**src/rtl/mod_counter_pkg.sv**
```systemverilog
// Shared types and constants for the modulo counter family.
package mod_counter_pkg;

  typedef enum logic [1:0] {
    DIR_NONE,
    DIR_UP,
    DIR_DOWN
  } cnt_dir_t;

  localparam int unsigned MODE_WRAP = 0;
  localparam int unsigned MODE_SAT  = 1;

  // Opposing or absent requests cancel out.
  function automatic cnt_dir_t decode_dir(input logic up, input logic down);
    cnt_dir_t dir;
    dir = DIR_NONE;
    if (up && !down) begin
      dir = DIR_UP;
    end else if (down && !up) begin
      dir = DIR_DOWN;
    end
    return dir;
  endfunction

endpackage

```
**src/rtl/mod_counter_prescaler.sv**
```systemverilog
// Request prescaler: one tick for every PRESCALE accepted requests.
module prescaler
  import mod_counter_pkg::*;
#(
  parameter int unsigned PRESCALE = 1
) (
  input  logic clock,
  input  logic reset_l,
  input  logic clear_phase,
  input  logic req,
  output logic tick
);

  generate
    if (PRESCALE == 1) begin : g_bypass
      logic unused_inputs;
      assign unused_inputs = &{1'b0, clock, reset_l, clear_phase};
      assign tick          = req;
    end else begin : g_phase
      localparam int unsigned PW = $clog2(PRESCALE);
      localparam logic [PW-1:0] LAST = PW'(PRESCALE - 1);

      logic [PW-1:0] phase_q;
      logic [PW-1:0] phase_d;

      // Next phase: clear wins, otherwise advance and roll over on each request.
      always_comb begin
        phase_d = phase_q;
        if (clear_phase) begin
          phase_d = '0;
        end else if (req) begin
          phase_d = (phase_q == LAST) ? '0 : phase_q + 1'b1;
        end
      end

      // Phase register with synchronous active-low reset.
      always_ff @(posedge clock) begin
        if (!reset_l) begin
          phase_q <= '0;
        end else begin
          phase_q <= phase_d;
        end
      end

      assign tick = req && (phase_q == LAST);
    end
  endgenerate

endmodule

```
**src/rtl/mod_counter.sv**
```systemverilog
// Up/down modulo counter with inclusive limit, load, wrap/saturate and prescaler.
module mod_counter
  import mod_counter_pkg::*;
#(
  parameter int unsigned WIDTH    = 8,
  parameter int unsigned SATURATE = MODE_WRAP,
  parameter int unsigned PRESCALE = 1
) (
  input  logic             clock,
  input  logic             reset_l,
  input  logic             clear,
  input  logic             load,
  input  logic [WIDTH-1:0] load_val,
  input  logic [WIDTH-1:0] limit,
  input  logic             up,
  input  logic             down,
  output logic [WIDTH-1:0] out,
  output logic             at_top,
  output logic             at_zero,
  output logic             ovf
);

  cnt_dir_t         dir;
  logic             req;
  logic             tick;
  logic [WIDTH-1:0] out_q;
  logic [WIDTH-1:0] out_d;
  logic             ovf_q;
  logic             ovf_d;

  assign dir = decode_dir(up, down);
  assign req = (dir != DIR_NONE);

  prescaler #(
    .PRESCALE(PRESCALE)
  ) u_prescaler (
    .clock      (clock),
    .reset_l    (reset_l),
    .clear_phase(clear || load),
    .req        (req),
    .tick       (tick)
  );

  assign at_top  = (out_q >= limit);
  assign at_zero = (out_q == '0);

  // Next count and boundary flag: clear > load > completed step.
  always_comb begin
    out_d = out_q;
    ovf_d = 1'b0;
    if (clear) begin
      out_d = '0;
    end else if (load) begin
      out_d = load_val;
    end else if (tick) begin
      case (dir)
        DIR_UP: begin
          if (at_top) begin
            ovf_d = 1'b1;
            if (SATURATE == MODE_WRAP) begin
              out_d = '0;
            end
          end else begin
            out_d = out_q + 1'b1;
          end
        end
        DIR_DOWN: begin
          if (at_zero) begin
            ovf_d = 1'b1;
            if (SATURATE == MODE_WRAP) begin
              out_d = limit;
            end
          end else begin
            out_d = out_q - 1'b1;
          end
        end
        default: begin
          out_d = out_q;
        end
      endcase
    end
  end

  // Count and overflow registers with synchronous active-low reset.
  always_ff @(posedge clock) begin
    if (!reset_l) begin
      out_q <= '0;
      ovf_q <= 1'b0;
    end else begin
      out_q <= out_d;
      ovf_q <= ovf_d;
    end
  end

  assign out = out_q;
  assign ovf = ovf_q;

endmodule

```
**config.mk**
```make
export PLATFORM = sky130hd
export DESIGN_NAME = mod_counter
export DESIGN_NICKNAME = d
export VERILOG_FILES = /design/src/rtl/mod_counter_pkg.sv /design/src/rtl/mod_counter_prescaler.sv /design/src/rtl/mod_counter.sv
export SDC_FILE = /design/constraint.sdc
export NUM_CORES = 1
export LEC_CHECK = 0
export ABC_AREA = 1
export BUFFER_PORTS_ARGS = -buffer_cell sky130_fd_sc_hd__buf_2
export CAP_MARGIN = 5
export CORE_MARGIN = 1
export CORE_UTILIZATION = 53
export DETAILED_ROUTE_END_ITERATION = 8
export PLACE_DENSITY = 0.81
export SYNTH_ARGS = -nofsm -noshare
export SYNTH_HDL_FRONTEND = slang
export SYNTH_SLANG_ARGS = --single-unit
```
**constraint.sdc**
```tcl
create_clock -name clock -period 2.3 [get_ports clock]
set_clock_uncertainty 0.1 [all_clocks]
set_input_delay 0.46 -clock clock [delete_from_list [all_inputs] [get_ports clock]]
set_output_delay 0.46 -clock clock [all_outputs]
set_load 0.01 [all_outputs]
```
After elaboration in Yosys (flattened, before gate mapping):

Index checks and enable logic that the tools add are counted.

* flip-flop bits (word level): 9
* word-level logic and storage cells: 30
* bits of input ports: 22
* output and inout bits: 11

* reductions and logical operators: 11
* magnitude comparators: 1
* bitwise logic cells: 2
* mux-type cells: 10
* $add $sub $neg: 2
* eq/ne operators: 2

Operators by type and width (count)
* 8-bit 2-to-1 mux: 4
* 8-bit one-hot mux with 2 select lines: 1
* 8-bit by 1-bit adder with 8-bit output (second input constant): 1
* 8-bit >= comparator: 1
* 8-bit logical NOT: 1
* 8-bit by 1-bit subtractor with 8-bit output (second input constant): 1
* 2-bit 2-to-1 mux: 2
* 2-bit nonzero test: 2
* 4-bit OR reduction: 1
* 3-bit nonzero test: 1
* 2-bit by 1-bit equality test with 1-bit output (second input constant): 1
* 2-bit equality test (second input constant): 1
* 1-bit logical AND: 2
* 1-bit logical NOT: 2
* 1-bit 2-to-1 mux: 2
* 1-bit NOT: 2
* 1-bit one-hot mux with 2 select lines: 1
* 2-bit AND reduction: 1
* 2-bit OR reduction: 1

Longest topological paths before layout:

* depth in word-level cells: 8
* depth in mapped cells: 12
* mapped depth without buffers: 12

Modules after synthesis:

From an unflattened synthesis, not the netlist that was laid out.

* cells, all modules: 211
* area, all modules: 1207.4 sq um

By module, submodules not included
* mod_counter: area each 1199.9 sq um, times used 1, seq. area each 180.2 sq um, cells each 210
* prescaler: area each 7.5 sq um, times used 1, seq. area each 0.0 sq um, cells each 1

Worst setup path after synthesis:

Ideal clock, no wire load.

* kind: register to output
* start: register out_q[0], in the netlist out[0]
* end: output at_top
* data required time: 1.740 ns
* path slack: 0.371 ns
* arrival: 1.369 ns
* cell stages (with the launch flop): 9
* path buffers: 0
* path through: dfxtp_1 > inv_1 > ha_1 > nand2_1 > nand3_1 > nand2_1 > nand2_1 > nand2_1 > nand2_1

* longest elaborated chain between the ends: 1

RTL lines
* start, declared: RTL line mod_counter.sv:26 `logic [WIDTH-1:0] out_q;`
* start signal, assigned: RTL line mod_counter.sv:90 `out_q <= out_d;`
* 8-bit >= comparator: RTL line mod_counter.sv:44 `assign at_top = (out_q >= limit);`
* end, declared: RTL line mod_counter.sv:18 `output logic at_top,`

Every way passes these cells.

Final worst setup path:

Same ends and word-level chain as after synthesis.

==> flow_metrics.env <==
export IMPL_htree_levels=1
export IMPL_cts_root_buf="clkbuf_4"
export IMPL_syn2layout_area_growth_pct=19.2
export IMPL_via_count=1417
export IMPL_p_per_area_nw_per_um2=381
export IMPL_fin_setup_tns_ps=0
export IMPL_grt_pass1_vias=1269
export IMPL_yosysWarnings=0
export IMPL_grt_overflow_total=0
export IMPL_slew_violations=0
export IMPL_period_share_pct=91.9
export IMPL_critPathKind="reg2out"
export IMPL_die_w_um=50.1
export IMPL_drv_cap=0
export IMPL_die_area_um2=2510
export IMPL_postSynthNetCount=243
export IMPL_dpl_hpwl_um=2440
export IMPL_design_area_um2=1460
export IMPL_postRouteAntennaNets=0
export IMPL_status="finished clean"
export IMPL_grt_pass1_wl_um=5340
export IMPL_ys_types=26
export IMPL_synthDominantCellAreaShare_pct=16.9
export IMPL_numCtsBuffers=3
export IMPL_io_pins=33
export IMPL_layout_commonest_cell="nand2_1"
export IMPL_netSwitchingPower_w=0.000227
export IMPL_hold_viol_final=0
export IMPL_register_area_um2=181
export IMPL_worstMarginPinSlew_ps=376
export IMPL_ir_worst_vdd_v=0.000312
export IMPL_worstHoldStart="clear"
export IMPL_routed_wl_um=3020
export IMPL_drtIter0Drc=39
export IMPL_antenna_found_initial=0
export IMPL_endpoint_kind="output pin"
export IMPL_port_buffers=32
export IMPL_finalCriticalPeriod_ps=2110
export IMPL_p_clk_share_pct=22.9
export IMPL_cts_max_path_buffers=2
export IMPL_syn_area_um2=1220
export IMPL_arrival_ps=1550
export IMPL_grt_max_degree=14
export IMPL_swShare_pct=41.0
export IMPL_cts_sinks=9
export IMPL_rrSetupSlack_ps=500
export IMPL_dpl_cell_count=269
export IMPL_leakage_nw=0.862
export IMPL_grt_setup_unrepaired="false"
export IMPL_cp_max_fo=6
export IMPL_crit_required_ps=1740
export IMPL_mostFrequentLayoutCells="nand2_1, inv_1, buf_2, nor2_1, a21oi_1"
export IMPL_reg2regPathDepth=10
export IMPL_min_path_cells=4
export IMPL_row_count=17
export IMPL_tritoncts="done"
export IMPL_initial_core_util_pct=55.9
export IMPL_route_detailed_drc=0
export IMPL_timing_rr_end="out[4]"
export IMPL_nets=281
export IMPL_drive_gt1_share_pct=22.0
export IMPL_wl_per_cell_um=11.1
export IMPL_power_internal_w=0.000328
export IMPL_r2r_start="out[1]"
export IMPL_max_freq_ghz=0.473
export IMPL_min_path_type="in2reg"
export IMPL_seq_power_share_pct=30.9
export IMPL_die_h_um=50.1
export IMPL_syn_avg_cell_area_um2=5.88
export IMPL_synthTopCellsByArea="nand2_1, dfxtp_1, ha_1"
export IMPL_min_to="out[1]"
export IMPL_postCtsSetupRepairBufs=0
export IMPL_ctsHoldBuffers=0
export IMPL_startpoint_type="flip-flop"
export IMPL_place_gp_congestion=0.898
export IMPL_dr_pass1_iters=4
export IMPL_synth_top_area_cell="nand2_1"
export IMPL_n_fill_cell=211
export IMPL_setup_viol=0
export IMPL_coreArea_um2=2190
export IMPL_synth_cells=208
export IMPL_clk_pin_slew_ps=60
export IMPL_multi_input_area_um2=868
export IMPL_stdcell_count=273
export IMPL_antenna_cells=0
export IMPL_pwr_share_comb_pct=46.2
export IMPL_yosysSeqAreaShare_pct=14.7
export IMPL_ys_seq_elements=9
export IMPL_max_slew_margin_rel_pct=74.9
export IMPL_viasPerCell=5.19
export IMPL_insertion_delay_ps=270
export IMPL_grtUsageTotal_pct=27.2
export IMPL_placed_area_um2=1430
-- power groups by stage --
| stage | sequential, W | combinational, W | clock (W) |
|---|---|---|---|
| CTS | 0.000171 | 0.000257 | 0.000126 |
| detailed placement | 0.000175 | 0.000256 | 0 |
| floorplan | 0.000180 | 0.000183 | 0 |
| global placement | 0.000175 | 0.000253 | 0 |
| finish | 0.000172 | 0.000256 | 0.000127 |
| global route | 0.000173 | 0.000290 | 0.000130 |
-- logic make-up (layout without fill, tap and decap cells) --
| kind of cell | count (synthesis) | count (layout) | synth area share (%) |
|---|---|---|---|
| and+or+nand+nor | 108 | 108 | 40.6 |
| xor gates and xnor gates | 2 | 2 | 1.43 |
| adders and majority gates | 13 | 13 | 13.3 |
| DFF | 9 | 9 | 14.7 |
| buffers and inverters | 42 | 79 | 14.3 |
| AOI/OAI and AO/OA | 34 | 34 | 15.6 |
-- cell type report --
cell class,count,share of cell area (%)
clock buffers,4,1.80
inverters,36,9.26
repair buffers,39,14.6
multi-input cells,157,59.5
well taps,28,2.40
flip-flops and latches,9,12.4
-- worst max-delay path, stage by stage, from the launching register on --
cell,delay [ps]
dfxtp_1,310
inv_1,160
ha_1,260
nand2_1,50
nand3_1,70
nand2_1,50
nand2_1,50
nand2_1,70
nand2_1,90
buf_2,150
-- per-stage QoR --
stage | power [W] | util (%) | hold WS (ps) | setup WS (ps)
after global routing | 0.000593 | 66.6 | 406 | 24.5
after global placement | 0.000428 | 65.3 | 502 | 299
after detailed placement | 0.000430 | 65.3 | 494 | 284
after CTS | 0.000555 | 66.5 | 394 | 169
after floorplan | 0.000363 | - | 453 | 371
final | 0.000555 | 66.6 | 386 | 185
-- state kept, by name (all words and copies together), names as in the netlist --
signal and cells:
out 8, ovf 1
-- synth_stat cells (all sizes together) --
library cell  number
buf                4
o21ai              7
dfxtp              9
o21a               1
o21bai             1
nand4              9
nand3             13
ha                13
nor2              29
inv               36
a31oi              2
nor4               1
a21oi             20
nand2             56
clkbuf             2
o211ai             1
xor2               2
o221ai             2
-- how the worst max path moves through the flow --
stage	startpoint	to	slack, ps	cells past startpoint
floorplan	out[0]	at_top	370	8
global placement	limit[7]	at_top	300	9
detailed placement	limit[7]	at_top	280	9
CTS	out[1]	at_top	170	8
global route	out[0]	at_top	20	9
finish	out[0]	at_top	190	9
-- per-layer routing --
metal  wire length, um  up-vias  share of wire, %  global-route usage (%)
li1                  -      747                 -                       -
met1              1430      623                47                    36.9
met2              1390       42                46                    44.9
met3               156        5               5.2                    1.85
met4                39        0               1.3                    9.05
met5                 0        -                 0                       0
-- what timing repair did --
action,in CTS,in global routing
setup endpoints to repair,0,1
endpoints found under the hold margin,0,0
gates resized for setup,0,1
(Power assumes the default switching activity.)
